File: src/rtl/uart_pkg.sv
// Shared UART types: receiver FSM states and parity mode.
package uart_pkg;

    typedef enum logic [2:0] {
        StIdle,
        StStart,
        StData,
        StParity,
        StStop,
        StWaitIdle
    } rx_state_t;

    typedef enum logic {
        ParityEven = 1'b0,
        ParityOdd  = 1'b1
    } uart_parity_t;

endpackage

File: src/rtl/uart_sync_fifo.sv
// Single-clock FIFO with show-ahead read; a push while full is accepted only
// when a pop happens on the same edge.
module uart_sync_fifo #(
    parameter int unsigned WIDTH = 8,
    parameter int unsigned DEPTH = 8
) (
    input  logic                         clk,
    input  logic                         rst_l,
    input  logic                         push,
    input  logic [WIDTH-1:0]             wdata,
    input  logic                         pop,
    output logic [WIDTH-1:0]             rdata,
    output logic                         valid,
    output logic                         full,
    output logic [$clog2(DEPTH+1)-1:0]   count
);

    localparam int unsigned PtrW = $clog2(DEPTH);
    localparam int unsigned CntW = $clog2(DEPTH + 1);
    localparam logic [CntW-1:0] CntFull = CntW'(DEPTH);

    logic [WIDTH-1:0] mem_q [DEPTH];
    logic [PtrW-1:0]  wr_ptr_q, rd_ptr_q;
    logic [CntW-1:0]  count_q;
    logic             do_push, do_pop;

    assign valid   = (count_q != '0);
    assign full    = (count_q == CntFull);
    assign do_pop  = pop && valid;
    assign do_push = push && (!full || do_pop);
    assign count   = count_q;
    // Storage is not reset, so hide stale contents while empty.
    assign rdata   = valid ? mem_q[rd_ptr_q] : '0;

    always_ff @(posedge clk) begin
        if (!rst_l) begin
            wr_ptr_q <= '0;
            rd_ptr_q <= '0;
            count_q  <= '0;
        end else begin
            if (do_push) wr_ptr_q <= wr_ptr_q + PtrW'(1);
            if (do_pop)  rd_ptr_q <= rd_ptr_q + PtrW'(1);
            case ({do_push, do_pop})
                2'b10:   count_q <= count_q + CntW'(1);
                2'b01:   count_q <= count_q - CntW'(1);
                default: count_q <= count_q;
            endcase
        end
    end

    always_ff @(posedge clk) begin
        if (do_push) mem_q[wr_ptr_q] <= wdata;
    end

endmodule

File: src/rtl/uart_rx_fifo.sv
// UART receiver with runtime baud divisor, sticky error flags and receive FIFO.
// Parity checking is built only when UART_RX_PARITY_EN is defined.
module uart_rx_fifo
    import uart_pkg::*;
#(
    parameter int unsigned DATA_WIDTH = 8,
    parameter int unsigned FIFO_DEPTH = 8,
    parameter int unsigned DIV_WIDTH  = 12
) (
    input  logic                              clk,
    input  logic                              rst_l,
    input  logic                              rx,
    input  logic [DIV_WIDTH-1:0]              baud_div,
`ifdef UART_RX_PARITY_EN
    input  logic                              parity_odd,
`endif
    input  logic                              rd_en,
    output logic [DATA_WIDTH-1:0]             rd_data,
    output logic                              rd_valid,
    output logic [$clog2(FIFO_DEPTH+1)-1:0]   fifo_count,
    output logic                              frame_err,
    output logic                              parity_err,
    output logic                              overrun,
    input  logic                              clr_err
);

    localparam int unsigned IdxW = $clog2(DATA_WIDTH);

    rx_state_t              state_q, state_d;
    logic                   rx_meta_q, rx_sync_q, rx_prev_q;
    logic [DIV_WIDTH-1:0]   cnt_q, cnt_d, div_q, div_d;
    logic [IdxW-1:0]        idx_q, idx_d;
    logic [DATA_WIDTH-1:0]  shift_q, shift_d;
    logic                   par_bad_q, par_bad_d;
    logic                   frame_err_q, frame_err_d;
    logic                   parity_err_q, parity_err_d;
    logic                   overrun_q, overrun_d;
    logic                   push, fifo_full, tick, fall;

    always_ff @(posedge clk) begin
        if (!rst_l) begin
            rx_meta_q <= 1'b1;
            rx_sync_q <= 1'b1;
            rx_prev_q <= 1'b1;
        end else begin
            rx_meta_q <= rx;
            rx_sync_q <= rx_meta_q;
            rx_prev_q <= rx_sync_q;
        end
    end

    assign fall = rx_prev_q && !rx_sync_q;
    assign tick = (cnt_q == '0);

    always_comb begin
        state_d      = state_q;
        cnt_d        = cnt_q;
        div_d        = div_q;
        idx_d        = idx_q;
        shift_d      = shift_q;
        par_bad_d    = par_bad_q;
        push         = 1'b0;
        // Clear first so an error raised in the same cycle still sticks.
        frame_err_d  = clr_err ? 1'b0 : frame_err_q;
        parity_err_d = clr_err ? 1'b0 : parity_err_q;
        overrun_d    = clr_err ? 1'b0 : overrun_q;

        if (state_q != StIdle && state_q != StWaitIdle) begin
            cnt_d = tick ? div_q - DIV_WIDTH'(1) : cnt_q - DIV_WIDTH'(1);
        end

        case (state_q)
            StIdle: begin
                if (fall) begin
                    cnt_d     = baud_div >> 1;
                    div_d     = baud_div;
                    idx_d     = '0;
                    par_bad_d = 1'b0;
                    state_d   = StStart;
                end
            end
            StStart: begin
                if (tick) state_d = rx_sync_q ? StIdle : StData;
            end
            StData: begin
                if (tick) begin
                    shift_d = {rx_sync_q, shift_q[DATA_WIDTH-1:1]};
                    idx_d   = idx_q + IdxW'(1);
                    if (idx_q == IdxW'(DATA_WIDTH - 1)) begin
`ifdef UART_RX_PARITY_EN
                        state_d = StParity;
`else
                        state_d = StStop;
`endif
                    end
                end
            end
            StParity: begin
`ifdef UART_RX_PARITY_EN
                if (tick) begin
                    par_bad_d = rx_sync_q !=
                                (^shift_q ^ (uart_parity_t'(parity_odd) == ParityOdd));
                    state_d   = StStop;
                end
`else
                state_d = StIdle;
`endif
            end
            StStop: begin
                if (tick) begin
                    state_d = StIdle;
                    if (!rx_sync_q) begin
                        frame_err_d = 1'b1;
                        state_d     = StWaitIdle;
                    end else if (par_bad_q) begin
                        parity_err_d = 1'b1;
                    end else if (fifo_full && !rd_en) begin
                        overrun_d = 1'b1;
                    end else begin
                        push = 1'b1;
                    end
                end
            end
            StWaitIdle: begin
                if (rx_sync_q) state_d = StIdle;
            end
            default: state_d = StIdle;
        endcase
    end

    always_ff @(posedge clk) begin
        if (!rst_l) begin
            state_q      <= StIdle;
            cnt_q        <= '0;
            div_q        <= '0;
            idx_q        <= '0;
            shift_q      <= '0;
            par_bad_q    <= 1'b0;
            frame_err_q  <= 1'b0;
            parity_err_q <= 1'b0;
            overrun_q    <= 1'b0;
        end else begin
            state_q      <= state_d;
            cnt_q        <= cnt_d;
            div_q        <= div_d;
            idx_q        <= idx_d;
            shift_q      <= shift_d;
            par_bad_q    <= par_bad_d;
            frame_err_q  <= frame_err_d;
            parity_err_q <= parity_err_d;
            overrun_q    <= overrun_d;
        end
    end

    assign frame_err  = frame_err_q;
    assign parity_err = parity_err_q;
    assign overrun    = overrun_q;

    uart_sync_fifo #(
        .WIDTH (DATA_WIDTH),
        .DEPTH (FIFO_DEPTH)
    ) u_fifo (
        .clk   (clk),
        .rst_l (rst_l),
        .push  (push),
        .wdata (shift_q),
        .pop   (rd_en),
        .rdata (rd_data),
        .valid (rd_valid),
        .full  (fifo_full),
        .count (fifo_count)
    );

endmodule
File: config.mk
export PLATFORM = sky130hd
export DESIGN_NAME = uart_rx_fifo
export DESIGN_NICKNAME = d
export VERILOG_FILES = /design/src/rtl/uart_pkg.sv /design/src/rtl/uart_sync_fifo.sv /design/src/rtl/uart_rx_fifo.sv
export SDC_FILE = /design/constraint.sdc
export NUM_CORES = 1
export LEC_CHECK = 0
export CAP_MARGIN = 30
export CORE_ASPECT_RATIO = 0.7
export CORE_MARGIN = 2
export CORE_UTILIZATION = 54
export DETAILED_ROUTE_END_ITERATION = 12
export GPL_ROUTABILITY_DRIVEN = 0
export PLACE_DENSITY = 0.76
export SETUP_SLACK_MARGIN = 0.5
export SLEW_MARGIN = 10
export SYNTH_ARGS = -nofsm -noshare
export SYNTH_HDL_FRONTEND = slang
export SYNTH_HIERARCHICAL = 1
export SYNTH_SLANG_ARGS = --single-unit
File: constraint.sdc
create_clock -name clk -period 2.97 [get_ports clk]
set_input_delay 0.594 -clock clk [delete_from_list [all_inputs] [get_ports clk]]
set_output_delay 0.594 -clock clk [all_outputs]
set_load 0.05 [all_outputs]
**Yosys cells after proc, flatten, opt, wreduce, memory -nomap -nowiden**

Memory sizes are Yosys's and may differ from the RTL's. A register that Yosys moved wholly into a read port is not among the register bits.
Cells that the tools add are included.

- Multiplexer cells: 35
- Reductions and logical operators: 19
- Equality and inequality tests: 15
- Add/subtract/negate cells: 7

Operators with widths:

| kind | count |
|---|---|
| 2-to-1 mux 12 bit | 4 |
| 2-to-1 mux 3 bit | 11 |
| subtractor 12 x 1 -> 12 bit (second input constant) | 2 |
| 2-to-1 mux 1 bit | 15 |
| case mux 3 bit (5 select lines) | 1 |
| zero test 12 bit | 1 |
| inequality test 2 bit (second input constant) | 6 |
| adder 3 x 1 -> 3 bit (second input constant) | 3 |
| equality test 3 bit (second input constant) | 3 |
| 2-to-1 mux 8 bit | 1 |
| case mux 4 bit (2 select lines) | 1 |
| case mux 3 bit (2 select lines) | 1 |
| AND reduction 6 bit | 1 |
| logical AND 1 bit | 5 |
| adder 4 x 1 -> 4 bit (second input constant) | 1 |
| equality test 4 bit (second input constant) | 1 |
| AND reduction 2 bit | 2 |
| nonzero test 2 bit | 2 |
| nonzero test 4 bit | 1 |
| subtractor 4 x 1 -> 4 bit (second input constant) | 1 |
| equality test 3 x 1 -> 1 bit (second input constant) | 1 |
| equality test 3 x 2 -> 1 bit (second input constant) | 1 |
| zero test 1 bit | 3 |
| zero test 3 bit | 1 |
| other kinds (7) | 7 |

- Bits in registers: 53
- Logic and storage cells: 90
- Memories: 1
- Memory bits (writable): 64
- Input port bits: 17

Memories:

| name | words | width | rd ports | clocked after memory_dff | write ports | line | text |
|---|---|---|---|---|---|---|---|
| u_fifo.mem_q | 8 | 8 | 1 | 1 | 1 | uart_sync_fifo.sv:22 | `logic [WIDTH-1:0] mem_q [DEPTH];` |

**Longest topological paths before layout**

- Word-level depth: 9
- Depth in mapped cells: 15

**Cells and area by module**

Netlist, hierarchy kept.

By module, submodules not included:

| module | times used | area each (sq um) | cells an instance |
|---|---|---|---|
| uart_sync_fifo | 1 | 3,186.8 | 185 |
| uart_rx_fifo | 1 | 2,351.0 | 284 |

**Worst setup path before layout**

No wires, ideal clock.

- Path type: register to register
- From: register cnt_q[5]
- To: register u_fifo.count_q[3], in the netlist u_fifo/count[3]
- Stages on the path, launching flop included: 16
- Data arrival time: 3.039 ns
- Path slack: -0.183 ns
- Period minus slack after synthesis: 3.153 ns
- Cells stage by stage: dfxtp_1 > buf_2 > nor4_4 > nand4_1 > nor3_1 > nand2_1 > nor2_1 > buf_2 > inv_1 > nand3_1 > inv_1 > ha_1 > nand3_1 > a211o_1 > a32o_1 > o21a_1

- Word-level cells in the longest chain between the ends: 6

Ends and longest elaborated chain:

| element | line | text |
|---|---|---|
| start: declaration | uart_rx_fifo.sv:31 | `logic [DIV_WIDTH-1:0] cnt_q, cnt_d, div_q, div_d;` |
| start signal: assignment | uart_rx_fifo.sv:144 | `cnt_q <= cnt_d;` |
| zero test 12 bit * | uart_rx_fifo.sv:53 | `assign tick = (cnt_q == '0);` |
| 2-to-1 mux 1 bit * | uart_rx_fifo.sv:110 | `if (tick) begin` |
| 2-to-1 mux 1 bit * | uart_rx_fifo.sv:72 | `case (state_q)` |
| named net push | uart_rx_fifo.sv:38 | `logic push, fifo_full, tick, fall;` |
| logical AND 1 bit * | uart_sync_fifo.sv:30 | `assign do_push = push && (!full \|\| do_pop);` |
| equality test 2 x 1 -> 1 bit / equality test 2 bit (equally long branches) | uart_sync_fifo.sv:43 | `case ({do_push, do_pop})` |
| case mux 4 bit (2 select lines) / nonzero test 2 bit (equally long branches) | n/a |  |
| end signal: assignment | uart_sync_fifo.sv:44 | `2'b10: count_q <= count_q + CntW'(1);` |
| end signal: assignment | uart_sync_fifo.sv:45 | `2'b01: count_q <= count_q - CntW'(1);` |
| end signal: assignment | uart_sync_fifo.sv:46 | `default: count_q <= count_q;` |
| end: declaration | uart_sync_fifo.sv:24 | `logic [CntW-1:0] count_q;` |

Mark *: on every way through the listed nets, which the timed path passes. The rest lies on a longest branch.
A chain may end at the register's enable or synchronous reset.

**Worst setup path in the final report**

- From: register cnt_q[2]
- To: register u_fifo.count_q[3], in the netlist u_fifo/count[3]

Same word-level chain as after synthesis.

==> flow_metrics.env <==
export IMPL_period_minus_slack_ns=2.81
export IMPL_hold_violations=0
export IMPL_yosys_top_cells_count="edfxtp_1 (64), dfxtp_1 (56), nand2_1 (49)"
export IMPL_cts_tree="built"
export IMPL_wire_per_inst_um=20.6
export IMPL_power_total_mw=5.75
export IMPL_ys_ff_latch=120
export IMPL_seq_area_frac_synth=0.549
export IMPL_worstPathMaxFanout=7
export IMPL_nets=577
export IMPL_p_leak_nw=2.56
export IMPL_die_h_um=88.7
export IMPL_syn_num_nets=494
export IMPL_post_drt_via_cell_ratio=6.20
export IMPL_clk_path_buf_depth=2
export IMPL_timing_final_ws_setup_ns=0.157
export IMPL_grt_pass1_wl_um=22100
export IMPL_finalSetupViolCount=0
export IMPL_fin_skew_ns=0.0119
export IMPL_cts_clk_slew_worst_paths_ns=0.06
export IMPL_grt_pass1_vias=4202
export IMPL_synthArstFlopShare=0
export IMPL_drc=0
export IMPL_synth_edf_count=64
export IMPL_layout_drive_gt1_share=0.320
export IMPL_outcome="complete, no violations"
export IMPL_finalSetupTns_ns=0
export IMPL_yosysWarnings=6
export IMPL_grt_max_degree=38
export IMPL_cap_viol_max_count=0
export IMPL_dr_total_vias=4299
export IMPL_yosysTopAreaCell="edfxtp_1"
export IMPL_start_kind="flop"
export IMPL_core_um2=9830
export IMPL_drtAntennaViolNets=0
export IMPL_area_delta_synth_final_pct=30.3
export IMPL_dp_cells=625
export IMPL_antenna_found_initial=0
export IMPL_dp_hpwl_um=8180
export IMPL_die_width_um=125
export IMPL_worstSetupEndpointType="flop"
export IMPL_grt_total_usage=0.265
export IMPL_final_cells=693
export IMPL_worst_slew_pin_slew_ns=0.554
export IMPL_relSlewSlack=0.627
export IMPL_grt_ovfl_total=0
export IMPL_drt_initial_drc_count=459
export IMPL_fin_util=0.734
export IMPL_wl_um=14300
export IMPL_drv_slew=0
export IMPL_synth_area_per_cell_um2=11.8
export IMPL_io_buffers=31
export IMPL_min_path_type="reg2reg"
export IMPL_dr_wl_met3_um=1100
export IMPL_cts_sinks=120
export IMPL_post_place_ws_ns=-0.0363
export IMPL_cp_arrival_ns=3.12
export IMPL_clockRootBuffer="clkbuf_16"
export IMPL_syn_area_um2=5540
export IMPL_synth_top_area_share=0.347
export IMPL_placementRows=30
export IMPL_fin_crit_sh=0.947
export IMPL_ir_drop_uv=464
export IMPL_dieArea_um2=11100
export IMPL_cts_hold_buf=0
export IMPL_start_util=0.563
export IMPL_wl_met1_um=6200
export IMPL_yosysUniqueCellTypes=76
export IMPL_htreeDepth=4
export IMPL_num_io_pins=33
export IMPL_top_layer="met4"
export IMPL_worstPathRequired_ns=3.28
export IMPL_first_pass_iters=5
export IMPL_fill_cells=633
export IMPL_clk_latency_ns=0.42
export IMPL_cts_made_buffers=17
export IMPL_yosys_top_cells_area="edfxtp_1 (35%), dfxtp_1 (20%), mux4_2 (6.5%)"
export IMPL_n_antenna_cell=0
export IMPL_synth_main_ff_cell="edfxtp_1"
export IMPL_rsz0062_at_grt="true"
export IMPL_cellPowerDensity_nw_per_um2=796
export IMPL_synth_cells=469
export IMPL_synth_most_common_cell="edfxtp_1"
export IMPL_wl_met2_um=6630
export IMPL_fmax_mhz=356
export IMPL_critical_path_class="reg2reg"
## layout by cell type, fill, tap and decap left out, types with 5 or more instances in the layout
cell type / instances
edfxtp_1: 64
buf_4: 51
nand2_1: 49
dfxtp_1: 41
nor2_1: 28
a21boi_0: 23
clkdlybuf4s50_1: 22
nand3_1: 18
clkbuf_16: 17
buf_6: 17
mux4_2: 16
a21oi_1: 12
dfxtp_2: 10
o211ai_1: 9
mux2i_1: 9
nand2b_1: 7
o21ai_0: 7
xor2_1: 6
inv_1: 6
nor3_4: 5
clkinvlp_4: 5
nor3_2: 5
nor3b_1: 5
or2_2: 5
a31oi_1: 5
dfxtp_4: 5
## power breakdown
| part | internal (mW) | leakage, nW | switching [mW] |
|---|---|---|---|
| Sequential | 1.80 | 1.06 | 0.120 |
| Combinational | 0.772 | 1.23 | 1.05 |
| Clock | 1.23 | 0.271 | 0.777 |
## kinds of logic (layout without fill, tap and decap cells)
kind of cell               count (synthesis)  count (layout)  share of synthesized area
and+or+nand+nor                          163             163                      0.154
DFF                                      120             120                      0.549
AOI/OAI and AO/OA                        102             102                      0.143
buffers and inverters                     39             135                     0.0330
muxes                                     25              25                     0.0813
xor gates and xnor gates                  11              11                     0.0188
adders and majority gates                  8               8                     0.0194
other                                      1               1                   0.000677
## per-layer routing
metal	GRT usage	vias to the layer above
met1	0.343	2112
met2	0.417	209
met3	0.0810	35
met4	0.125	0
li1	-	1943
met5	0	-
## stage by stage
step / area [um2] / hold WS [ns]
floorplan: 5640 / 0.386
global placement: 6120 / 0.396
finish: 7220 / 0.426
detailed placement: 6120 / 0.393
global route: 7220 / 0.450
CTS: 7090 / 0.420
## state kept, by name, summed over array words and instances, names as in the netlist, named ones only
name and flops:
u_fifo/rd_ptr_q 3, u_fifo/count 4, div_q 12, idx_q 3, rx_meta_q 1, u_fifo/wr_ptr_q 3, rx_sync_q 1, cnt_q 12
rx_prev_q 1, u_fifo/mem_q 64, overrun 1, shift_q 8, frame_err 1, state_q 3
## critical path, cell delays in order, from the launching register on
cell and delay, ns:
dfxtp_4 0.37, nor3_4 0.25, nand4_1 0.24, nor3_2 0.23, nand2_1 0.14, nor2_4 0.16, inv_4 0.06, nand3_4 0.09
inv_4 0.05, ha_4 0.30, a21oi_4 0.07, a211o_1 0.32, a32o_1 0.27, o21a_1 0.16
## timing repair
action	CTS	global route
gates cloned	1	0
setup endpoints to repair	80	84
pin swaps	17	16
resized for setup	41	18
buffers inserted	27	8
## area by class of cell
cell class,instances,area (um2),share of cell area
sequential,120,3070,0.426
multi-input combinational,310,2510,0.347
timing repair buffer,93,851,0.118
clock buffer,17,425,0.0589
tap,128,160,0.0222
clock inverter,15,151,0.0210
inverter,10,48.8,0.00676
## worst paths after layout
path                                 from              end  slack, ns  cells after the start
worst max register to register   cnt_q[2]  u_fifo/count[3]       0.16                     13
worst max-delay path             cnt_q[2]  u_fifo/count[3]       0.16                     13
worst min-delay path            rx_meta_q        rx_sync_q       0.43                      1
worst min register to register  rx_meta_q        rx_sync_q       0.43                      1
(Power assumes the default switching activity.)
